## config.mk

```make
export PLATFORM = sky130hd
export DESIGN_NAME = cpu_sdr_bridge
export DESIGN_NICKNAME = d
export VERILOG_FILES = /design/src/rtl/cpu_sdr_bridge.sv
export SDC_FILE = /design/constraint.sdc
export NUM_CORES = 1
export LEC_CHECK = 0
export ABC_AREA = 1
export CAP_MARGIN = 20
export CORE_MARGIN = 3
export CORE_UTILIZATION = 40
export CTS_BUF_LIST = sky130_fd_sc_hd__clkbuf_4 sky130_fd_sc_hd__clkbuf_8 sky130_fd_sc_hd__clkbuf_16
export CTS_CLUSTER_DIAMETER = 60
export DETAILED_ROUTE_END_ITERATION = 8
export SLEW_MARGIN = 5
export SYNTH_ARGS = -nofsm -noshare
export SYNTH_HDL_FRONTEND = slang
export SYNTH_SLANG_ARGS = --single-unit
```

## constraint.sdc

```tcl
create_clock -name CLK_32M -period 2.3 [get_ports CLK_32M]
set_clock_uncertainty 0.05 [all_clocks]
set_input_delay 0.575 -clock CLK_32M [delete_from_list [all_inputs] [get_ports CLK_32M]]
set_output_delay 0.575 -clock CLK_32M [all_outputs]
set_load 0.01 [all_outputs]
```

## src/rtl/cpu_sdr_bridge.sv

```systemverilog
// CPU bus to SDRAM toggle-handshake bridge with a one-entry read-hit buffer,
// bounded SDRAM wait and a sticky timeout flag.
module cpu_sdr_bridge #(
    parameter int unsigned TIMEOUT  = 255,
    parameter bit          CACHE_EN = 1'b1
) (
    input  logic        CLK_32M,
    input  logic        reset_n,
    input  logic        mem_sel,
    input  logic        mem_rd,
    input  logic        mem_wr,
    input  logic [23:0] mem_addr,
    input  logic        mem_writable,
    input  logic [1:0]  mem_be,
    input  logic [15:0] mem_wdata,
    output logic [15:0] mem_rdata,
    output logic        mem_ready,
    output logic        sdr_req,
    input  logic        sdr_ack,
    output logic [23:0] sdr_addr,
    output logic        sdr_we,
    output logic [1:0]  sdr_be,
    output logic [15:0] sdr_wdata,
    input  logic [15:0] sdr_rdata,
    output logic        timeout_err
);

    localparam int unsigned ADDR_W = 24;
    localparam int unsigned DATA_W = 16;
    localparam int unsigned BE_W   = 2;
    localparam int unsigned CNT_W  = 8;
    localparam logic [CNT_W:0]    TO_LIM  = (CNT_W + 1)'(TIMEOUT);
    localparam logic [CNT_W-1:0]  CNT_MAX = '1;
    localparam logic [DATA_W-1:0] RD_ERR  = 16'hFFFF;

    typedef enum logic [2:0] {IDLE, LOOKUP, ISSUE, WAIT, DONE, HOLD} state_t;

    state_t              state_q, state_d;
    logic                start_q;
    logic [ADDR_W-1:0]   addr_q, addr_d;
    logic [BE_W-1:0]     be_q, be_d;
    logic [DATA_W-1:0]   wdata_q, wdata_d;
    logic                we_q, we_d;
    logic                abort_q, abort_d;
    logic [CNT_W-1:0]    cnt_q, cnt_d;
    logic                buf_valid_q, buf_valid_d;
    logic [ADDR_W-1:0]   buf_tag_q, buf_tag_d;
    logic [DATA_W-1:0]   buf_data_q, buf_data_d;
    logic [DATA_W-1:0]   mem_rdata_d;
    logic                mem_ready_d;
    logic                sdr_req_d;
    logic [ADDR_W-1:0]   sdr_addr_d;
    logic                sdr_we_d;
    logic [BE_W-1:0]     sdr_be_d;
    logic [DATA_W-1:0]   sdr_wdata_d;
    logic                timeout_err_d;

    logic start, ack_match, hit, abort_now, timed_out;

    always_comb begin
        start     = mem_sel & (mem_rd | mem_wr);
        ack_match = (sdr_ack == sdr_req);
        hit       = CACHE_EN && buf_valid_q && (buf_tag_q == addr_q);
        abort_now = abort_q | ~mem_sel;
        timed_out = ({1'b0, cnt_q} + (CNT_W + 1)'(1)) >= TO_LIM;
    end

    // Next-state and next-output logic
    always_comb begin
        state_d       = state_q;
        addr_d        = addr_q;
        be_d          = be_q;
        wdata_d       = wdata_q;
        we_d          = we_q;
        abort_d       = abort_q;
        cnt_d         = cnt_q;
        buf_valid_d   = buf_valid_q;
        buf_tag_d     = buf_tag_q;
        buf_data_d    = buf_data_q;
        mem_rdata_d   = mem_rdata;
        mem_ready_d   = 1'b0;
        sdr_req_d     = sdr_req;
        sdr_addr_d    = sdr_addr;
        sdr_we_d      = sdr_we;
        sdr_be_d      = sdr_be;
        sdr_wdata_d   = sdr_wdata;
        timeout_err_d = timeout_err;

        case (state_q)
            IDLE: begin
                if (start && !start_q) begin
                    addr_d  = mem_addr;
                    be_d    = mem_be;
                    wdata_d = mem_wdata;
                    we_d    = mem_wr;
                    abort_d = 1'b0;
                    state_d = LOOKUP;
                end
            end
            LOOKUP: begin
                if (we_q && !mem_writable) begin
                    mem_ready_d = 1'b1;
                    state_d     = DONE;
                end else if (!we_q && hit) begin
                    mem_rdata_d = buf_data_q;
                    mem_ready_d = 1'b1;
                    state_d     = DONE;
                end else begin
                    state_d = ISSUE;
                end
            end
            ISSUE: begin
                sdr_req_d   = ~sdr_req;
                sdr_addr_d  = addr_q;
                sdr_we_d    = we_q;
                sdr_be_d    = be_q;
                sdr_wdata_d = wdata_q;
                cnt_d       = '0;
                abort_d     = abort_now;
                state_d     = WAIT;
            end
            WAIT: begin
                abort_d = abort_now;
                if (ack_match) begin
                    mem_ready_d = ~abort_now;
                    if (!sdr_we) begin
                        mem_rdata_d = sdr_rdata;
                        buf_data_d  = sdr_rdata;
                        buf_tag_d   = sdr_addr;
                        buf_valid_d = 1'b1;
                    end else if (buf_tag_q == sdr_addr) begin
                        // keep the buffer coherent with accepted writes
                        if (sdr_be[0]) buf_data_d[7:0]  = sdr_wdata[7:0];
                        if (sdr_be[1]) buf_data_d[15:8] = sdr_wdata[15:8];
                    end
                    state_d = DONE;
                end else if (timed_out) begin
                    mem_ready_d   = ~abort_now;
                    mem_rdata_d   = RD_ERR;
                    timeout_err_d = 1'b1;
                    state_d       = HOLD;
                end else begin
                    cnt_d = (cnt_q == CNT_MAX) ? cnt_q : cnt_q + CNT_W'(1);
                end
            end
            HOLD: begin
                if (ack_match) begin
                    buf_valid_d = 1'b0;
                    state_d     = DONE;
                end
            end
            DONE: begin
                if (!start) state_d = IDLE;
            end
            default: state_d = IDLE;
        endcase
    end

    // start_q resets high so a strobe held through reset is not seen as an edge
    always_ff @(posedge CLK_32M or negedge reset_n) begin
        if (!reset_n) begin
            state_q     <= IDLE;
            start_q     <= 1'b1;
            addr_q      <= '0;
            be_q        <= '0;
            wdata_q     <= '0;
            we_q        <= 1'b0;
            abort_q     <= 1'b0;
            cnt_q       <= '0;
            buf_valid_q <= 1'b0;
            buf_tag_q   <= '0;
            buf_data_q  <= '0;
            mem_rdata   <= '0;
            mem_ready   <= 1'b0;
            sdr_req     <= 1'b0;
            sdr_addr    <= '0;
            sdr_we      <= 1'b0;
            sdr_be      <= '0;
            sdr_wdata   <= '0;
            timeout_err <= 1'b0;
        end else begin
            state_q     <= state_d;
            start_q     <= start;
            addr_q      <= addr_d;
            be_q        <= be_d;
            wdata_q     <= wdata_d;
            we_q        <= we_d;
            abort_q     <= abort_d;
            cnt_q       <= cnt_d;
            buf_valid_q <= buf_valid_d;
            buf_tag_q   <= buf_tag_d;
            buf_data_q  <= buf_data_d;
            mem_rdata   <= mem_rdata_d;
            mem_ready   <= mem_ready_d;
            sdr_req     <= sdr_req_d;
            sdr_addr    <= sdr_addr_d;
            sdr_we      <= sdr_we_d;
            sdr_be      <= sdr_be_d;
            sdr_wdata   <= sdr_wdata_d;
            timeout_err <= timeout_err_d;
        end
    end

endmodule

```

# Word level (Yosys, flattened, before mapping)
# Index checks and enable logic that the tools add are counted.
[classes]
add_sub_neg = 2
n_mul = 0
div = 0
magnitude_cmp = 1
n_eq_ne = 24
shifts = 0
mux = 33
bitwise_logic = 8
n_reduce_logical = 23
[ops]
columns = ["operator", "n"]
rows = [
  ["16-bit 2-to-1 mux", 7],
  ["24-bit equality test", 2],
  ["8-bit 2-to-1 mux", 5],
  ["16-bit one-hot mux with 2 select lines", 1],
  ["3-bit 2-to-1 mux", 7],
  ["2-bit inequality test (second input constant)", 10],
  ["4-bit AND reduction", 5],
  ["3-bit one-hot mux with 6 select lines", 1],
  ["8-bit one-hot mux with 2 select lines", 1],
  ["8-bit by 1-bit adder with 9-bit output (second input constant)", 1],
  ["9-bit by 8-bit >= comparator with 1-bit output (second input constant)", 1],
  ["8-bit by 1-bit adder with 8-bit output (second input constant)", 1],
  ["8-bit equality test (second input constant)", 1],
  ["1-bit 2-to-1 mux", 8],
  ["2-bit nonzero test", 4],
  ["3-bit by 2-bit equality test with 1-bit output (second input constant)", 2],
  ["3-bit equality test (second input constant)", 2],
  ["2-bit by 1-bit inequality test with 1-bit output (second input constant)", 3],
  ["3-bit inequality test (second input constant)", 2],
  ["1-bit one-hot mux with 2 select lines", 3],
  ["3-bit AND reduction", 2],
  ["1-bit NOT", 5],
  ["5-bit AND reduction", 1],
  ["1-bit logical AND", 4],
  ["8 further kinds", 12],
]
[totals]
ff_bits = 159
latchBits = 0
ram_bits = 0
rom_bits = 0
input_bits = 65
out_inout_bits = 62
wordCells = 111
memories = 0

# Longest topological paths before layout
# Gate-level depths: netlist of run 1.
[depth]
depth_word = 6
depth_mapped = 14
ltp_nobuf = 13

# Worst setup path after synthesis of run 1
# Ideal clock, no wire load.
[synth_timing]
kind = "register to register"
from = "register cnt_q[0]"
to = "register mem_rdata[0]"
setup_time_ns = 0.117
arrival_time_ns = 1.636
required_ns = 2.133
setup_slack_ns = 0.497
stages_incl_launch_ff = 13
n_path_buf = 1
path_cell_list = "dfrtp_1 ha_1 nand2_1 inv_1 nor2_1 nand3_1 nor2_1 nand3_2 nand4_4 nand3_4 buf_6 nand2_1 nand2_1"
[synth_between]
elab_chain_cells = 4
[synth_rtl]
columns = ["element", "line_no", "source"]
rows = [
  ["from (decl)", "45", "logic [CNT_W-1:0] cnt_q, cnt_d;"],
  ["from (signal assigned)", "189", "cnt_q <= cnt_d;"],
  ["8-bit by 1-bit adder with 9-bit output", "65", "timed_out = ({1'b0, cnt_q} + (CNT_W + 1)'(1)) >= TO_LIM;"],
  ["9-bit by 8-bit >= comparator with 1-bit output", "65", ""],
  ["3-bit inequality test (no source line)", "n/a", ""],
  ["5-bit AND reduction (no source line)", "n/a", ""],
  ["to (signal assigned)", "193", "mem_rdata <= mem_rdata_d;"],
  ["to (decl)", "16", "output logic [15:0] mem_rdata,"],
]
# Every way passes these cells.
# A chain may end at the register's enable or synchronous reset.

# Final worst setup path of run 1
[layout_timing]
from = "register sdr_addr[12]"
to = "output port sdr_addr[12]"
[layout_rtl]
columns = ["element", "line_no", "source"]
rows = [
  ["from (decl)", "20", "output logic [23:0] sdr_addr,"],
  ["from (signal assigned)", "196", "sdr_addr <= sdr_addr_d;"],
]
# No word-level cell between the ends.

==> impl_summary.txt, run 1 <==
----------------------------------------------------
[Drt]
  DRC marker count from the first detailed-route iteration ... 337
  Total vias in the final route ... ~5.9k
  Antenna Violating Nets Remaining ... 0
  Vias per inst ... 4.88
  Wire length reported by the detailed router ... 18.3 mm
  Average wire length per cell after detail routing ... approximately 15 µm
  Number of DRC violations after detailed routing ... 0
  First-pass iteration count of the detailed router ... 5

[Hold path]
  Worst hold path type ... in2async

[Global routing]
  Total routing usage reported by global routing ... 18.4%
  Grt total ovfl ... 0
  Number of antenna violations at the first check in global routing ... 0
  Pin count of the biggest net entering global routing ... 50
  Number of global-route vias before repair ... between 5k and 6k
  Wire length of the first global-routing pass ... 29.8 mm

[Worst setup path]
  Data arrival time at the worst-slack endpoint ... 1.45 ns
  Critical R2R Launch ... cnt_q[0]
  Cell count along the critical path ... 1
  Worst endpoint required time ... 1.67 ns
  Critical Path Max Stage Delay ... 0.58 ns
  Register-to-register setup slack ... 0.23 ns
  Max Fanout on Critical Path ... 4
  Category of cells accounting for the largest share of critical-path delay ... buffers and inverters
  Number of buffer and inverter stages on the critical path ... 1
  Launching element type of the critical path ... register
  Worst setup path class ... reg2out
  Worst R2R Path Depth ... 11
  Cell chain of the critical path ... clkdlybuf4s50_1
  Endpoint kind of the worst setup timing path ... output port
  Worst flop-to-flop path endpoint ... mem_rdata[3]
  Cell type of the slowest stage on the worst timing path ... clkdlybuf4s50_1

[Placement]
  Post-place instance area ... 9120 µm²
  Last weighted congestion value of the routability-driven placer ... a little over 0.8
  Pre-CTS setup slack ... -0.0245 ns
  Port buffer count ... 126
  Hpwl dp ... 13.1 mm

[Synth]
  Synthesis warning total ... 0
  Distinct cells, synth ... 43
  Cell type with the highest aggregate area in the netlist ... dfrtp_1
  Commonest cells in the synthesized netlist ... nand2_1, dfrtp_1, inv_1
  Netlist area before placement ... 7510 µm²
  Share of the yosys chip area belonging to registers ... between 50% and 60%
  Top cells by area, synth ... dfrtp_1, nand2_1, mux2_2
  Post-Synthesis Mean Instance Area ... about 9 µm²
  Number of storage elements in the synthesis netlist ... around 160
  Share of Yosys cell area claimed by the top area cell type ... 52.7%
  Synthesized net count ... 905
  Async set or reset register ratio after synthesis ... 100%
  Cell with the most instances after synthesis ... nand2_1
  Number of enable flip-flop cells after synthesis ... 0
  Top flip-flop cell by instance count after synthesis ... dfrtp_1
  Synth Instances ... about 840

[Power]
  Overall power consumption ... 13.5 mW
  IR drop worst, VDD ... 0.000724 V
  Pleak ... 4.67 nW
  Power density normalized to cell area ... 1390 nW/µm²

[Floorplanning]
  Area of the die ... approximately 20000 µm²
  Rows ... 49
  Horizontal die dimension ... 143 µm
  Die boundary height ... 143 µm
  Effective utilization at floorplan ... 41.2%
  Core area ... 18200 µm²
  # IOs ... 127

[Clock network]
  Number of levels the H-tree was split into ... 4
  Number of buffers created by CTS ... 17
  Skew-Pair Late Insertion Delay ... around 0.43 ns
  Number of gates resized after cts ... 0
  Root cell of the clock tree ... clkbuf_16
  Clock transition at the registers of the reported paths ... 0.07 ns
  CTS sink cnt ... 159
  CTS tree ... built
  Maximum number of buffers from clock root to sink ... 2

[STA]
  Worst-case setup margin in the final layout ... between 0.2 and 0.25 ns
  Max Fclk ... 481 MHz
  Worst slew margin relative to its limit ... 58.1%
  Hold violation count in the final report ... 0
  Share of the cycle needed by the critical path after routing ... 90.4%
  Count of final max-slew check failures ... 0
  Crit path time final ... 2.08 ns
  RSZ-0062 raised after global routing ... false
  Actual transition at the worst max-transition pin ... 0.626 ns
  Final setup viols ... 0

[Layout]
  Nets ... 1040
  Cell area after layout ... 9740 µm²
  Number of antenna diodes ... 0
  Fraction of layout cells with a size suffix above 1 ... between 10 and 15%
  Layout overhead on the synthesized area ... 29.8%

[Run]
  Max-cap violations ... 0

[Outcome]
  Result of the run ... complete, no violations

----------------------------------------------------
flip-flops by register name, indices dropped and copies added (netlist names), 2 cells and up:
signal	count
addr_q	24
buf_tag_q	24
sdr_addr	24
buf_data_q	16
mem_rdata	16
sdr_wdata	16
wdata_q	16
cnt_q	8
state_q	3
be_q	2
sdr_be	2
through the flow:
stage	hold WS, ns	TNS (ns)	instances	utilization [%]
global placement	0.408	0	1182	50.1
floorplan	0.229	0	838	-
global route	0.0768	0	1215	53.5
detailed placement	0.408	-0.0662	1182	50.1
CTS	0.0586	0	1214	53.4
finish	0.0472	0	1215	53.5
repair_timing:
action                     in CTS  in global routing
setup endpoints to repair       0                 13
hold buffers                    0                  0
setup buffers                   0                  1
placed cells by master (no fill, tap or decap), drive strengths merged, types with 3 or more instances in the layout:
master,n
nor3,6
a22oi,16
nand2,207
clkbuf,17
o22ai,3
xor2,12
mux2,38
a21oi,48
clkdlybuf4s50,125
xnor2,14
nand3,20
buf,24
inv,115
clkinv,5
dfrtp,158
nor2,73
o21ai,71
nand4,20
o21bai,4
report_power, final:
group          total (mW)  leakage, nW  switching [mW]  internal (mW)
clock network        2.90        0.300            1.33           1.57
registers            5.15         1.88            1.04           4.11
logic                5.49         2.49            2.82           2.67
layout make-up:
cell class	instances	area, µm²
fillers	1691	8470
well taps	229	287
repair buffers	149	1520
flip-flops and latches	159	3980
multi-input cells	540	2940
clock inverters	15	183
inverters	106	400
clock buffers	17	425
per-layer routing:
metal | up-vias | global-route usage, % | part of all wire (%)
li1 | 2973 | - | -
met1 | 2817 | 26.2 | 47
met2 | 120 | 28.1 | 47
met3 | 17 | 4.19 | 4.4
met4 | 0 | 5.30 | 1.3
met5 | - | 0 | 0
cells by family after synthesis:
group	count (synthesis)	share of synthesized area (%)
simple gates	329	19.1
flops	159	53.0
compound gates	145	10.8
buf+inv	139	7.85
mux	38	5.70
xor+xnor	26	3.23
fa+ha+maj	2	0.333
worst max path at each step:
stage,start,end,slack [ns]
6_report,sdr_addr[12],sdr_addr[12],0.22
5_1_grt,cnt_q[0],mem_rdata[11],0.02
4_1_cts,sdr_addr[12],sdr_addr[12],0.19
3_5_place_dp,sdr_ack,buf_data_q[10],-0.02
3_3_place_gp,sdr_ack,buf_data_q[9],0.003
2_1_floorplan,cnt_q[0],mem_rdata[0],0.50
Power figures use the tool's default switching activity.
==> run 2: changes to the inputs <==
==> constraint.sdc (replaced) <==
create_clock -name CLK_32M -period 2.3 [get_ports CLK_32M]
set_clock_uncertainty 0.05 [all_clocks]
set_input_delay 0.575 -clock CLK_32M [delete_from_list [all_inputs] [get_ports CLK_32M]]
set_output_delay 0.575 -clock CLK_32M [all_outputs]
set_load 0.02 [all_outputs]
==> impl_summary.txt, run 2 (synthesized netlist as in run 1, its figures left out) <==
----------------------------------------------------
[Worst setup path]
  Launching element type of the critical path ... register
  Worst setup path class ... reg2out
  Cell chain of the critical path ... clkdlybuf4s50_1
  Worst endpoint required time ... 1.67 ns
  Worst R2R Path Depth ... 11
  Worst flop-to-flop path endpoint ... mem_rdata[11]
  Critical Path Max Stage Delay ... ~0.65 ns
  Critical R2R Launch ... buf_tag_q[13]
  Cell type of the slowest stage on the worst timing path ... clkdlybuf4s50_1
  Register-to-register setup slack ... 0.21 ns
  Number of buffer and inverter stages on the critical path ... 1
  Max Fanout on Critical Path ... 5
  Category of cells accounting for the largest share of critical-path delay ... buffers and inverters
  Endpoint kind of the worst setup timing path ... output port
  Data arrival time at the worst-slack endpoint ... 1.55 ns

[Floorplanning]
  Rows ... 49
  Effective utilization at floorplan ... between 40% and 50%
  # IOs ... 127
  Area of the die ... ~20000 µm²
  Horizontal die dimension ... 143 µm
  Core area ... between 15000 and 20000 µm²
  Die boundary height ... 143 µm

[Layout]
  Count of non-filler cells in the finished layout ... 1215
  Nets ... approximately 1.0k
  Layout overhead on the synthesized area ... 29.5%
  Most common cell after layout, fill and taps aside ... nand2_1
  Biggest registers after layout ... addr_q: 24 flops, buf_tag_q: 24 flops, sdr_addr: 24 flops
  Most frequent cells in the layout ... nand2_1, dfrtp_1, clkdlybuf4s50_1, inv_1, nor2_1
  Fraction of layout cells with a size suffix above 1 ... between 10% and 20%
  Number of antenna diodes ... 0
  Fillers ... 1684

[Clock network]
  Count of hold buffers inserted by post-cts repair ... 0
  Number of levels the H-tree was split into ... 4
  Buffers inserted during post-CTS setup optimization ... 0
  Clock transition at the registers of the reported paths ... 0.08 ns
  CTS sink cnt ... around 160
  CTS tree ... built
  Maximum number of buffers from clock root to sink ... 2
  Number of buffers created by CTS ... 17
  Skew-Pair Late Insertion Delay ... 0.44 ns
  Root cell of the clock tree ... clkbuf_16
  Number of gates resized after cts ... 0

[Placement]
  Last weighted congestion value of the routability-driven placer ... just over 0.8
  Cells after DPL ... 1183
  Pre-CTS setup slack ... -0.0467 ns
  Hpwl dp ... about 13 mm
  Port buffer count ... 126

[Power]
  Overall power consumption ... around 14 mW
  Pleak ... 4.66 nW
  Power density normalized to cell area ... 1440 nW/µm²
  IR drop worst, VDD ... about 0.00066 V

[Drt]
  Number of DRC violations after detailed routing ... 0
  First-pass iteration count of the detailed router ... 5
  Wire length reported by the detailed router ... between 15 and 20 mm
  DRC marker count from the first detailed-route iteration ... between 300 and 400
  Average wire length per cell after detail routing ... 15.0 µm
  Total vias in the final route ... 5944
  Antenna Violating Nets Remaining ... 0
  Vias per inst ... 4.89

[Global routing]
  Pin count of the biggest net entering global routing ... 53
  Grt total ovfl ... 0
  Wire length of the first global-routing pass ... 29.6 mm
  Total routing usage reported by global routing ... 18.5%
  Number of antenna violations at the first check in global routing ... 0
  Number of global-route vias before repair ... 5739

[Run]
  Max-cap violations ... 0

[STA]
  Worst-case setup margin in the final layout ... roughly 0.13 ns
  Share of the cycle needed by the critical path after routing ... 94.4%
  Final setup viols ... 0
  Crit path time final ... 2.17 ns
  RSZ-0062 raised after global routing ... false
  Count of final max-slew check failures ... 0
  Hold violation count in the final report ... 0
  Final Hold Slack ... 0.0406 ns
  Max Fclk ... 461 MHz
  Worst slew margin relative to its limit ... 63.0%
  Actual transition at the worst max-transition pin ... 0.553 ns

[Outcome]
  Result of the run ... complete, no violations

[Hold path]
  Worst hold path type ... in2async

----------------------------------------------------
[run 2: cell count changes in the layout (fill, tap and decap cells not counted), sizes merged]
cell / before / now
clkinvlp: 0 / 1
inv: 115 / 114
[run 2: report_power, final]
part	switching, mW	total [mW]	internal [mW]
Combinational	3.23	5.88	2.66
Sequential	1.03	5.14	4.11
Clock	1.38	2.95	1.58
Total	5.63	14.0	8.34
[run 2: through the flow]
| step | util, % | cell area, µm² | TNS [ns] |
|---|---|---|---|
| 2_1_floorplan | - | 7510 | 0 |
| 3_3_place_gp | 50.0 | 9110 | -0.00175 |
| 3_5_place_dp | 50.0 | 9110 | -0.302 |
| 4_1_cts | 53.4 | 9720 | 0 |
| 5_1_grt | 53.4 | 9720 | 0 |
| 6_report | 53.4 | 9720 | 0 |
[run 2: worst max-delay path by stage]
stage	from	end	slack, ns	cells past startpoint
final	sdr_addr[5]	sdr_addr[5]	0.13	1
after global routing	buf_tag_q[13]	mem_rdata[8]	0.02	11
after CTS	sdr_addr[5]	sdr_addr[5]	0.11	1
after detailed placement	sdr_ack	buf_data_q[4]	-0.05	8
after global placement	sdr_ack	buf_data_q[9]	-0.002	8
after floorplan	cnt_q[0]	mem_rdata[0]	0.49	12
[run 2: final cells by class]
class	count	area, µm²	share of cell area (%)
clock buffer	17	425	4.38
clock inverter	15	191	1.97
inverter	106	400	4.12
multi-input combinational	540	2940	30.3
sequential	159	3980	40.9
tap	229	287	2.95
timing repair buffer	149	1500	15.4
[run 2: worst reg2reg max path, cell delays in order (launching register included)]
cell and delay, ns:
dfrtp_1 0.39, inv_1 0.09, nand2_1 0.09, o21ai_0 0.08, nor2_1 0.11, nand3_1 0.17
nor2_1 0.22, nand3_1 0.18, nand2_4 0.22, nand3_4 0.21, nand2_1 0.12, nand2_1 0.06
[run 2: per-layer routing]
layer	share of wire [%]	track usage (%)	vias up
li1	-	-	2966
met1	47	26.3	2832
met2	47	28.5	127
met3	5.0	3.85	19
met4	1.4	5.70	0
met5	0	0	-
